===== config.mk =====
export PLATFORM = sky130hd
export DESIGN_NAME = analog_stick_calibrator
export DESIGN_NICKNAME = d
export VERILOG_FILES = /design/src/rtl/pocket_input_pkg.sv /design/src/rtl/stick_axis_stats.sv /design/src/rtl/analog_stick_calibrator.sv
export SDC_FILE = /design/constraint.sdc
export NUM_CORES = 1
export LEC_CHECK = 0
export BUFFER_PORTS_ARGS = -buffer_cell sky130_fd_sc_hd__buf_2
export CORE_ASPECT_RATIO = 1.25
export CORE_UTILIZATION = 40
export DETAILED_ROUTE_END_ITERATION = 10
export RECOVER_POWER = 100
export REMOVE_ABC_BUFFERS = 1
export SYNTH_ARGS = -nofsm -noshare
export SYNTH_HDL_FRONTEND = slang
export SYNTH_SLANG_ARGS = --single-unit

===== constraint.sdc =====
create_clock -name clk_sys -period 4.57 [get_ports clk_sys]
set_input_delay 0.914 -clock clk_sys [delete_from_list [all_inputs] [get_ports clk_sys]]
set_output_delay 0.914 -clock clk_sys [all_outputs]
set_load 0.005 [all_outputs]

===== src/rtl/pocket_input_pkg.sv =====
// Shared types for the Pocket controller input path: calibration FSM states,
// the analog pad type code and a small unsigned distance helper.
package pocket_input_pkg;

    typedef enum logic [2:0] {
        IDLE,
        SETTLE,
        ACCUM,
        CHECK,
        DONE
    } cal_state_t;

    localparam logic [3:0] PAD_TYPE_ANALOG = 4'h3;

    function automatic logic [7:0] abs_diff(input logic [7:0] a, input logic [7:0] b);
        return (a >= b) ? (a - b) : (b - a);
    endfunction

endpackage


===== src/rtl/stick_axis_stats.sv =====
// Running sum, minimum and maximum of one stick axis over a calibration attempt.
module stick_axis_stats #(
    parameter int LOG2_SAMPLES = 4
) (
    input  logic                      clk_sys,
    input  logic                      reset_n,
    input  logic                      clear,
    input  logic                      add,
    input  logic [7:0]                sample,
    output logic [8+LOG2_SAMPLES-1:0] sum,
    output logic [7:0]                min_val,
    output logic [7:0]                max_val
);

    localparam int ACC_W = 8 + LOG2_SAMPLES;

    // min starts high and max low so the first added sample sets both
    always_ff @(posedge clk_sys or negedge reset_n) begin
        if (!reset_n) begin
            sum     <= '0;
            min_val <= 8'hFF;
            max_val <= 8'h00;
        end else if (clear) begin
            sum     <= '0;
            min_val <= 8'hFF;
            max_val <= 8'h00;
        end else if (add) begin
            sum <= sum + ACC_W'(sample);
            if (sample < min_val) min_val <= sample;
            if (sample > max_val) max_val <= sample;
        end
    end

endmodule


===== src/rtl/analog_stick_calibrator.sv =====
// Per-pad stick centre calibration: settle, average, validate and publish the
// centres of LX/LY/RX/RY, retrying and finally falling back to CENTER.
module analog_stick_calibrator
    import pocket_input_pkg::*;
#(
    parameter logic [7:0] CENTER         = 8'h80,
    parameter int         LOG2_SAMPLES   = 4,
    parameter int         SETTLE_SAMPLES = 8,
    parameter logic [7:0] MAX_SPREAD     = 8'h08,
    parameter logic [7:0] MAX_OFFSET     = 8'h20,
    parameter int         MAX_RETRIES    = 2
) (
    input  logic       clk_sys,
    input  logic       reset_n,
    input  logic [3:0] pad_type,
    input  logic       sample_stb,
    input  logic [7:0] joy_lx,
    input  logic [7:0] joy_ly,
    input  logic [7:0] joy_rx,
    input  logic [7:0] joy_ry,
    input  logic       recal_req,
    output logic [7:0] center_lx,
    output logic [7:0] center_ly,
    output logic [7:0] center_rx,
    output logic [7:0] center_ry,
    output logic       cal_valid,
    output logic       cal_busy,
    output logic       cal_error
);

    localparam int ACC_W = 8 + LOG2_SAMPLES;
    localparam int SET_W = $clog2(SETTLE_SAMPLES + 1);
    localparam int RET_W = $clog2(MAX_RETRIES + 2);
    localparam logic [SET_W-1:0] SETTLE_LAST = SET_W'(SETTLE_SAMPLES - 1);
    localparam logic [RET_W-1:0] RETRY_LIMIT = RET_W'(MAX_RETRIES);
    localparam logic [ACC_W:0]   ROUND_HALF  = (ACC_W + 1)'(1) << (LOG2_SAMPLES - 1);

    cal_state_t              state;
    logic [SET_W-1:0]        settle_cnt;
    logic [LOG2_SAMPLES-1:0] accum_cnt;
    logic [RET_W-1:0]        retries;
    logic [7:0]              center_q [4];

    logic [7:0]       joy [4];
    logic [ACC_W-1:0] axis_sum [4];
    logic [7:0]       axis_min [4];
    logic [7:0]       axis_max [4];
    logic [7:0]       mean [4];
    logic [ACC_W:0]   rounded;
    logic             attempt_pass;
    logic             pad_ok;
    logic             stats_clear;
    logic             stats_add;

    assign joy    = '{joy_lx, joy_ly, joy_rx, joy_ry};
    assign pad_ok = (pad_type == PAD_TYPE_ANALOG);

    // Stats are cleared on the final settle strobe so the first ACCUM strobe starts fresh
    assign stats_clear = pad_ok && (state == SETTLE) && sample_stb && (settle_cnt == SETTLE_LAST);
    assign stats_add   = pad_ok && (state == ACCUM) && sample_stb;

    for (genvar i = 0; i < 4; i++) begin : g_axis
        stick_axis_stats #(.LOG2_SAMPLES(LOG2_SAMPLES)) u_stats (
            .clk_sys (clk_sys),
            .reset_n (reset_n),
            .clear   (stats_clear),
            .add     (stats_add),
            .sample  (joy[i]),
            .sum     (axis_sum[i]),
            .min_val (axis_min[i]),
            .max_val (axis_max[i])
        );
    end

    // Round-half-up mean per axis; the carry bit above 8 bits saturates to 0xFF
    always_comb begin
        attempt_pass = 1'b1;
        rounded      = '0;
        mean         = '{default: 8'h00};
        for (int i = 0; i < 4; i++) begin
            rounded = {1'b0, axis_sum[i]} + ROUND_HALF;
            mean[i] = rounded[ACC_W] ? 8'hFF : rounded[ACC_W-1:LOG2_SAMPLES];
            if ((axis_max[i] - axis_min[i]) > MAX_SPREAD) attempt_pass = 1'b0;
            if (abs_diff(mean[i], CENTER) > MAX_OFFSET)  attempt_pass = 1'b0;
        end
    end

    always_ff @(posedge clk_sys or negedge reset_n) begin
        if (!reset_n) begin
            state      <= IDLE;
            settle_cnt <= '0;
            accum_cnt  <= '0;
            retries    <= '0;
            center_q   <= '{default: CENTER};
            cal_valid  <= 1'b0;
            cal_busy   <= 1'b0;
            cal_error  <= 1'b0;
        end else if (!pad_ok) begin
            state      <= IDLE;
            settle_cnt <= '0;
            accum_cnt  <= '0;
            retries    <= '0;
            center_q   <= '{default: CENTER};
            cal_valid  <= 1'b0;
            cal_busy   <= 1'b0;
            cal_error  <= 1'b0;
        end else begin
            case (state)
                IDLE: begin
                    state      <= SETTLE;
                    settle_cnt <= '0;
                    retries    <= '0;
                    cal_busy   <= 1'b1;
                end
                SETTLE: begin
                    if (sample_stb) begin
                        if (settle_cnt == SETTLE_LAST) begin
                            state     <= ACCUM;
                            accum_cnt <= '0;
                        end else begin
                            settle_cnt <= settle_cnt + 1'b1;
                        end
                    end
                end
                ACCUM: begin
                    if (sample_stb) begin
                        if (accum_cnt == '1) state <= CHECK;
                        else accum_cnt <= accum_cnt + 1'b1;
                    end
                end
                CHECK: begin
                    if (attempt_pass) begin
                        state     <= DONE;
                        center_q  <= mean;
                        cal_valid <= 1'b1;
                        cal_error <= 1'b0;
                        cal_busy  <= 1'b0;
                    end else if (retries < RETRY_LIMIT) begin
                        state      <= SETTLE;
                        settle_cnt <= '0;
                        retries    <= retries + 1'b1;
                    end else begin
                        state     <= DONE;
                        center_q  <= '{default: CENTER};
                        cal_valid <= 1'b1;
                        cal_error <= 1'b1;
                        cal_busy  <= 1'b0;
                    end
                end
                DONE: begin
                    if (recal_req) begin
                        state      <= SETTLE;
                        settle_cnt <= '0;
                        retries    <= '0;
                        cal_busy   <= 1'b1;
                    end
                end
                default: state <= IDLE;
            endcase
        end
    end

    assign center_lx = center_q[0];
    assign center_ly = center_q[1];
    assign center_rx = center_q[2];
    assign center_ry = center_q[3];

endmodule


* Word level (Yosys, flattened, before mapping) *
Cells that the tools add are included.

operators by class
  add/sub/neg operators = 23
  order comparisons = 21
  equality and inequality tests = 22
  muxes and demuxes = 91
  reductions and logical operators = 29

operators by type and width
  kind                     count
  $mux W8                  32
  $mux W32                 4
  $mux W12                 8
  $add A12 B4 Y13 const B  4
  $add A12 B8 Y12          4
  $mux W4                  11
  $ge A8 B8 Y1 const B     4
  $gt A8 B4 Y1 const B     4
  $gt A8 B6 Y1 const B     4
  $gt A8 B8 Y1             4
  $lt A8 B8 Y1             4
  $sub A8 B8 Y8            4
  $sub A8 B8 Y8 const A    4
  $sub A8 B8 Y8 const B    4
  $mux W3                  8
  $ne A3 B3 Y1 const B     8
  $mux W1                  19
  $reduce_and A2 Y1        9
  $reduce_bool A2 Y1       9
  $pmux W4 S4              1
  $pmux W3 S5              1
  $reduce_and A5 Y1        2
  $add A4 B1 Y4 const B    2
  $mux W2                  4
  other kinds (22)         28

storage, ports and cells
  register bits = 160
  input port bits = 40
  output and inout port bits = 35
  logic and storage cells = 209

* Longest topological paths before layout *
Gate-level depths: netlist (run 1).

  depth after elaboration = 15
  mapped depth = 17
  gate-level depth less buffers = 16

* By module *
From an unflattened synthesis (run 1), not the netlist that was laid out.

unflattened totals
  cells, all modules = 1,354
  area total of the unflattened synthesis = 12,293.0 um^2

by module, submodules not included
  module                   instances  cells each  area an instance (um^2)  seq. area each (um^2)
  stick_axis_stats         4          198         1,924.3                  710.7
  analog_stick_calibrator  1          562         4,595.7                  1,206.2

* Least setup slack after synthesis (run 1) *
OpenSTA, ideal clock, no wires.

  path kind = reg2reg
  from = register g_axis[2].u_stats.sum[3]
  to = register retries[1]
  setup time = 78 ps
  arrival = 3,054 ps
  data required time = 4,492 ps
  path slack = 1,438 ps
  cell stages (with the launch flop) = 17
  clock period less this slack = 3,132 ps
  cell sequence = dfrtp_1 -> ha_1 -> and2_1 -> a21oi_1 -> o32a_1 -> or3_1 -> nor3b_1 -> ha_1 -> nor2_1 -> o21ai_0 -> nor4_1 -> nand3_1 -> nor4_1 -> and4_1 -> and3_4 -> or4b_1 -> a21oi_1

on the way
  word-level cells in the longest chain between the ends = 10

ends and longest elaborated chain
  element                                               RTL line                        text
  from (decl)                                           stick_axis_stats.sv:10          output logic [8+LOG2_SAMPLES-1:0] sum,
  from (signal assigned)                                stick_axis_stats.sv:28          sum <= sum + ACC_W'(sample);
  $add A12 B4 Y13 *                                     analog_stick_calibrator.sv:81   rounded = {1'b0, axis_sum[i]} + ROUND_HALF;
  $mux W8 *                                             analog_stick_calibrator.sv:82   mean[i] = rounded[ACC_W] ? 8'hFF : rounded[ACC_W-1:LOG2_SAMPLES];
  $sub A8 B8 Y8 / $ge A8 B8 Y1 (equally long branches)  pocket_input_pkg.sv:16          return (a >= b) ? (a - b) : (b - a);
  $mux W8 *                                             pocket_input_pkg.sv:16
  $gt A8 B6 Y1 *                                        analog_stick_calibrator.sv:84   if (abs_diff(mean[i], CENTER) > MAX_OFFSET) attempt_pass = 1'b0;
  $mux W1 *                                             analog_stick_calibrator.sv:84
  $mux W1 *                                             analog_stick_calibrator.sv:83   if ((axis_max[i] - axis_min[i]) > MAX_SPREAD) attempt_pass = 1'b0;
  $mux W1 *                                             analog_stick_calibrator.sv:84
  $ne A3 B3 Y1 (no source line) *                       n/a
  $reduce_and A4 Y1 (no source line) *                  n/a
  to (signal assigned)                                  analog_stick_calibrator.sv:141  retries <= retries + 1'b1;
  to (decl)                                             analog_stick_calibrator.sv:41   logic [RET_W-1:0] retries;

Mark *: on every way between the ends. The rest lies on a longest branch, timed or not.
A chain may end at the register's enable or synchronous reset.

* Worst setup path in the final report (run 1) *
  from = register g_axis[2].u_stats.sum[3]
  to = register center_q, in the netlist center_ry[0]

on the way
  word-level cells in the longest chain between the ends = 11

ends and longest elaborated chain
  element                                               RTL line                        text
  $add A12 B4 Y13 *                                     analog_stick_calibrator.sv:81
  $mux W8 *                                             analog_stick_calibrator.sv:82
  $sub A8 B8 Y8 / $ge A8 B8 Y1 (equally long branches)  pocket_input_pkg.sv:16
  $mux W8 *                                             pocket_input_pkg.sv:16
  $gt A8 B6 Y1 *                                        analog_stick_calibrator.sv:84
  $mux W1 *                                             analog_stick_calibrator.sv:84
  $mux W1 *                                             analog_stick_calibrator.sv:83
  $mux W1 *                                             analog_stick_calibrator.sv:84
  $mux W32                                              analog_stick_calibrator.sv:132  if (attempt_pass) begin
  $mux W32                                              analog_stick_calibrator.sv:108  case (state)
  $mux W32                                              analog_stick_calibrator.sv:98   end else if (!pad_ok) begin
  to (signal assigned)                                  analog_stick_calibrator.sv:134  center_q <= mean;
  to (decl)                                             analog_stick_calibrator.sv:42   logic [7:0] center_q [4];

Mark *: on every way between the ends. The rest lies on a longest branch, timed or not. The select of a mux whose other input is x is not followed.

==> results of run 1 <==
## worst paths after layout
kind	startpoint	endpoint	slack, ns	cells after the start
worst min-delay path	center_ry[7]	center_ry[7]	0.46	2
worst min register to register	center_ry[7]	center_ry[7]	0.46	2
worst max register to register	g_axis[2].u_stats.sum[3]	center_ry[0]	0.47	17
min in group asynchronous	reset_n	accum_cnt[3]	1.00	1
worst max-delay path	g_axis[2].u_stats.sum[3]	center_ry[0]	0.47	17
max in group asynchronous	reset_n	g_axis[1].u_stats.max_val[3]	1.72	2
## cell families after synthesis
family,count (synthesis)
AO/OA/AOI/OAI,367
XOR/XNOR,55
adder cells (fa/ha/maj),136
buffers and inverters,190
flip-flops,160
multiplexers,14
AND/OR/NAND/NOR,381
## state kept, by name (all words and copies together) (netlist names)
name                    cells
cal_valid                   1
center_rx                   8
g_axis.u_stats.max_val     32
cal_busy                    1
center_ry                   8
retries                     2
center_ly                   8
g_axis.u_stats.min_val     32
state                       3
settle_cnt                  4
center_lx                   8
cal_error                   1
accum_cnt                   4
g_axis.u_stats.sum         48
## final cells by class
cell class / count / area, um2
Clock buffer: 23 / 478
Clock inverter: 9 / 110
Fill cell: 2828 / 15600
Inverter: 136 / 510
Multi-Input combinational cell: 953 / 6780
Sequential cell: 160 / 4050
Tap cell: 355 / 444
Timing Repair Buffer: 86 / 403
## worst max-delay path: cells and delay by family (launching register included)
family | cells | cell delay, ns
AO/OA/AOI/OAI | 6 | 1.49
adder cells (fa/ha/maj) | 2 | 0.43
buffers and inverters | 1 | 0.35
flip-flops | 1 | 0.46
AND/OR/NAND/NOR | 8 | 1.29
## power breakdown
group / switching [mW] / total, mW / internal, mW / leakage (nW)
Sequential: 0.00757 / 1.43 / 1.43 / 1.93
Combinational: 0.131 / 0.208 / 0.0768 / 3.54
Clock: 0.612 / 1.46 / 0.849 / 0.279
## layer usage
metal | GRT usage (%) | wire length (um) | vias to the layer above
met5 | 0 | 0 | -
met4 | 7.08 | 573 | 0
met3 | 2.44 | 712 | 30
met2 | 35.7 | 14100 | 139
met1 | 25.6 | 13200 | 4562
li1 | - | - | 4739
## cell usage in the layout, fill, tap and decap left out, drive strengths merged, types with 8 or more instances in the layout
cell	n
a211oi	8
a21o	35
a21oi	72
a22o	10
a31oi	8
and2	11
and3	19
buf	48
clkbuf	61
dfrtp	124
dfstp	36
fa	8
ha	128
inv	136
mux2i	9
nand2	141
nand2b	11
nand3	32
nand3b	9
nand4	20
nor2	62
nor2b	20
nor3	18
o211ai	39
o21ai	81
o21bai	8
o2bb2ai	20
o31ai	43
xnor2	37
xor2	18
==> out/qor.yml, run 1 <==
critical_path:
  crit_path_top_delay_cell: "a21oi_4"
  path_class: "reg -> reg"
  cp_slowest_stage_delay_ns: 0.60
  path_max_fanout: 25
  required_ns: 4.93
  start_kind: "register"
  worstPathCellList: "ha_1, and2_0, a21oi_1, o32a_1, or3_1, nor3b_1, ha_1, nor2_1, o21ai_0, nor4_1, nand3_1, nor4_1, and4_1, a31o_1, a21oi_4, clkbuf_2, o2bb2ai_1"
  endpoint_kind: "register"
  cp.arrival_ns: 4.46
placed_design:
  placed_area_um2: 12300
  post-place-cells: 1690
  port_buffers: 74
  pre_cts_ws_ns: 0.577
  place_congestion: 0.826
  dp_hpwl_um: 21000
floorplan:
  start_util_pct: 40.8
  die_h_um: 192
  rows: 69
  coreArea_um2: 28400
  io_pins: 75
  die_w_um: 154
  dieArea_um2: 29600
timing:
  worstMarginPinSlew_ns: 1.93
  holdWs_ns: 0.464
  final_max_slew_viol_count: 162
  hold_viol_final: 0
  setup_violations: 0
  finClkSkew_ns: 0.0134
  fin_crit_sh_pct: 89.8
  period_needed_ns: 4.10
  rsz0062_at_grt: "false"
  fmax_ghz: 0.244
  slew_headroom_pct: -28.4
  setup_slack_ns: 0.468
  finalSetupTns_ns: 0
clock_network:
  cts_tree: "yes"
  clk_latency_ns: 0.44
  cts_setup_buffers: 0
  clk_pin_slew_worst_paths_ns: 0.07
  cts_resized: 0
  cts_buffers: 17
  clock_sinks: 160
  cts-root-buf: "clkbuf_16"
  hold_buffers: 0
  htreeDepth: 4
  cts.path.max_buffers: 2
route:
  firstDrtPassIters: 4
  vias: 9470
  drt_iter0_markers: 416
  wl_per_cell_um: 16.6
  ant_nets: 0
  via_per_inst: 5.50
  routed_wl_um: 28500
  route.detailed.drc: 0
grt:
  first_global_vias: 9398
  grt_use_total_pct: 20.3
  grt_max_degree: 75
  antenna_found_initial: 0
  grt_pass1_wl_um: 47800
  grt_overflow: 0
yosys:
  synthDistinctLibCells: 82
  synth.most_common_cell: "nand2_1"
  synth_top_family_by_area: "compound AO/OA/AOI/OAI gates"
  synth_compound_area_share_pct: 21.4
  yosys-top-cells-count: "nand2_1 (140), inv_1 (136), ha_1 (128), dfrtp_1 (124), o21ai_0 (71)"
  synth.area.mux_share_pct: 1.26
  synth_top_cell_by_area: "dfrtp_1"
  async_flop_share_pct: 100
  netlist_area_um2: 11600
  synthAdderAreaFrac_pct: 15.2
  synth-seq-cells: 160
  postSynthCellCount: 1303
  yosys_warnings: 0
  yosys.area_share.simple_pct: 16.5
  ys_seq_area_share_pct: 35.0
  synth_edf_count: 0
  synth.top_cell.area_share_pct: 26.8
  synth-xor-area-share_pct: 4.16
  synth_area_leaders: "dfrtp_1 (27%), ha_1 (14%), dfstp_2 (8.2%), nand2_1 (4.5%), inv_1 (4.4%)"
  ys.flop_type: "dfrtp_1"
  synth_area_per_cell_um2: 8.88
flow_run:
  maxCapViolCount: 6
cells_and_area:
  nets: 1530
  insertedDiodeCount: 0
  drive_gt1_share_pct: 10.1
  fin_util_pct: 45.0
  area_growth_pct: 10.3
  stdcell_area_um2: 12800
  fin_cells: 1722
power_and_ir_drop:
  power.density_nw_per_um2: 243
  total_power_mw: 3.10
  vdd_drop_max_uv: 241
  p_leak_nw: 5.76
min_path:
  hp-class: "reg -> reg"
status:
  status: "finished with violations"
  violations: "capacitance limit, slew limit"
No activity file was read; power rests on OpenSTA's default activity.
==> run 2: changes to the inputs <==
Settings changed: ABC_AREA from default to 1, CORE_MARGIN from default to 4.
==> run 2 against run 1 <==
  * The run still ends with capacitance limit, slew limit left
  * Non-clock buffer count shrank 2
  * Wire length grew 2.5%
  * Register-to-register slack gained 0.28 ns
  * Die area grew 8.5%
  * Fmax grew 6.5%
  * Sequential cell count is the same
  * Utilization grew 0.48 points
  * Clock power grew 6%
  * Via count grew 7.8%
  * Largest power group unchanged
  * Highest routed layer unchanged
==> out/qor.yml, run 2 <==
status:
  status: "finished with violations"
  violations: "capacitance limit, slew limit"
cells_and_area:
  top_register: "g_axis.u_stats.sum"
  reg_top3: "g_axis.u_stats.sum (48), g_axis.u_stats.max_val (32), g_axis.u_stats.min_val (32)"
  drive_gt1_share_pct: 9.82  # -0.27 points
  stdcell_area_um2: 13000  # +2.0%
  n_fill_cell: 2976  # +5.2%
  area_growth_pct: 11.1
  largest_reg_flops: 48  # unchanged
  insertedDiodeCount: 0  # unchanged
  fin_cells: 2009  # +17%
  final_common_cell: "nand2_1"
  nets: 1782  # +16%
  layout_common_cells: "nand2_1 (326), inv_1 (246), ha_1 (128)"
clock_network:
  cts.path.max_buffers: 2  # unchanged
  clk_latency_ns: 0.44  # about the same
  cts_tree: "yes"
  hold_buffers: 0  # unchanged
  cts-root-buf: "clkbuf_16"
  clock_sinks: 160  # unchanged
  clk_pin_slew_worst_paths_ns: 0.07  # about the same
  cts_resized: 0  # unchanged
  htreeDepth: 4  # unchanged
  cts_buffers: 17  # unchanged
  cts_setup_buffers: 0  # unchanged
timing:
  fin_crit_sh_pct: 84.2  # -5.5 points
  setup_violations: 0  # unchanged
  fmax_ghz: 0.260  # +6.5%
  final_max_slew_viol_count: 138  # -15%
  period_needed_ns: 3.85  # -0.252 ns
  finClkSkew_ns: 0.0122  # -0.00123 ns
  rsz0062_at_grt: "false"
  hold_viol_final: 0  # unchanged
  worstMarginPinSlew_ns: 2.17  # +0.243 ns
  holdWs_ns: 0.468  # +0.00369 ns
  slew_headroom_pct: -44.6  # -16 points
  finalSetupTns_ns: 0  # unchanged
critical_path:
  start_kind: "input pin"
  endpoint_kind: "register"
  r2r_cells: 22  # +5
  cp.arrival_ns: 4.23  # -0.23 ns
  reg2reg_setup_slack_ns: 0.75  # +0.28 ns
  path_max_fanout: 44  # +76%
  required_ns: 4.95  # +0.02 ns
  path_class: "in -> reg"
yosys:
  synthDistinctLibCells: 50  # -39%
  synth.most_common_cell: "nand2_1"
  ys.flop_type: "dfrtp_1"
  synth-xor-area-share_pct: 1.87  # -2.3 points
  synth_compound_area_share_pct: 15.0  # -6.4 points
  synth.top_cell.area_share_pct: 26.5  # -0.34 points
  synthAdderAreaFrac_pct: 15.0  # -0.19 points
  postSynthCellCount: 1534  # +18%
  ys_seq_area_share_pct: 34.5  # -0.45 points
  synth-seq-cells: 160  # unchanged
  synth_area_leaders: "dfrtp_1 (26%), ha_1 (14%), nand2_1 (10%), dfstp_2 (8.1%), inv_1 (7.8%)"
  synth_edf_count: 0  # unchanged
  yosys_warnings: 0  # unchanged
  yosys.area_share.simple_pct: 24.1  # +7.6 points
  synth.area.mux_share_pct: 0  # -1.3 points
  synth_top_family_by_area: "simple AND/OR/NAND/NOR gates"
  netlist_area_um2: 11700  # +1.3%
  async_flop_share_pct: 100  # unchanged
  synth_area_per_cell_um2: 7.64  # -14%
  synth_top_cell_by_area: "dfrtp_1"
  yosys-top-cells-count: "nand2_1 (325), inv_1 (243), ha_1 (128), dfrtp_1 (124), nand3_1 (117)"
floorplan:
  io_pins: 75  # unchanged
  start_util_pct: 40.9  # +0.16 points
  dieArea_um2: 32100  # +8.5%
  coreArea_um2: 28700  # +0.91%
  rows: 69  # unchanged
  die_w_um: 161  # +4.5%
  die_h_um: 199  # +3.8%
power_and_ir_drop:
  power.density_nw_per_um2: 262  # +8.0%
  total_power_mw: 3.42  # +10%
  vdd_drop_max_uv: 139  # -43%
  p_leak_nw: 6.83  # +19%
placed_design:
  placed_area_um2: 12500  # +2.1%
  port_buffers: 74  # unchanged
  dp_hpwl_um: 21800  # +3.7%
  place_congestion: 0.846  # +2.4%
  post-place-cells: 1977  # +17%
grt:
  first_global_vias: 10123  # +7.7%
  grt_use_total_pct: 18.9  # -1.4 points
  grt_max_degree: 83  # +11%
  grt_overflow: 0  # unchanged
  grt_pass1_wl_um: 49700  # +4.0%
  antenna_found_initial: 0  # unchanged
flow_run:
  maxCapViolCount: 3  # -3
route:
  via_per_inst: 5.08  # -7.6%
  route.detailed.drc: 0  # unchanged
  ant_nets: 0  # unchanged
  routed_wl_um: 29200  # +2.5%
  wl_per_cell_um: 14.5  # -12%
  vias: 10206  # +7.8%
  firstDrtPassIters: 5  # +1
  drt_iter0_markers: 591  # +42%
min_path:
  hold_depth: 2  # unchanged
  hp-class: "reg -> reg"
## run 2: cell types whose count changed after synthesis, moves of 26 or more
cell | before | now
nand3_1 | 30 | 117
o31ai_1 | 43 | 4
a21o_1 | 35 | 3
nand2_1 | 140 | 325
o22ai_1 | 5 | 41
xnor2_1 | 37 | 4
clkbuf_1 | 37 | 4
inv_1 | 136 | 243
nor2_1 | 62 | 88
o211ai_1 | 39 | 6
## run 2: path summary, 6_finish.rpt
| check | start | endpoint |
|---|---|---|
| worst max-delay path | pad_type[1] | g_axis[0].u_stats.min_val[0] |
| worst min-delay path | g_axis[2].u_stats.min_val[4] | g_axis[2].u_stats.min_val[4] |
| worst max register to register | g_axis[1].u_stats.sum[3] | center_ly[6] |
| worst min register to register | g_axis[2].u_stats.min_val[4] | g_axis[2].u_stats.min_val[4] |
| max in group asynchronous | reset_n | g_axis[3].u_stats.max_val[6] |
| min in group asynchronous | reset_n | g_axis[0].u_stats.max_val[2] |
## run 2: cell type report
cell class	instances	area [um2]	area share [%]
Timing Repair Buffer	84	395	3.04
Sequential cell	160	4050	31.1
Multi-Input combinational cell	1093	6530	50.2
Tap cell	390	488	3.75
Clock buffer	17	425	3.27
Inverter	250	938	7.20
Clock inverter	15	196	1.51
## run 2: through the flow
stage / util [%] / setup WS (ns)
floorplan: - / -0.572
global placement: 43.6 / 0.803
detailed placement: 43.6 / 0.768
CTS: 45.8 / 0.759
global route: 45.4 / 0.215
finish: 45.4 / 0.721
## run 2: cell families after synthesis
kind of cell | after synthesis
adder cells (fa/ha/maj) | 136
flip-flops | 160
AND/OR/NAND/NOR | 626
XOR/XNOR | 25
AO/OA/AOI/OAI | 306
buffers and inverters | 281
## run 2: worst max-delay path, cell delays in order
cell,delay [ns]
buf_2,0.09
and3_1,0.18
inv_1,0.18
nor2_1,0.14
inv_1,0.20
nor2_4,0.05
inv_1,1.06
nor2_1,0.47
a21oi_1,0.68
nand2_1,0.11
nand2_1,0.10
## run 2: where the power goes
part	switching (mW)	leakage, nW	internal (mW)
Combinational	0.253	4.69	0.137
Sequential	0.0234	1.84	1.45
Clock	0.677	0.295	0.878
Total	0.953	6.83	2.46
## run 2: layer usage
layer / track usage [%] / vias up / wire length, um / share of wire (%)
met5: 0 / - / 0 / 0
met4: 4.93 / 0 / 400 / 1.4
met3: 2.58 / 31 / 740 / 2.5
met2: 34.3 / 151 / 14400 / 49
met1: 23.8 / 4722 / 13700 / 47
li1: - / 5302 / - / -
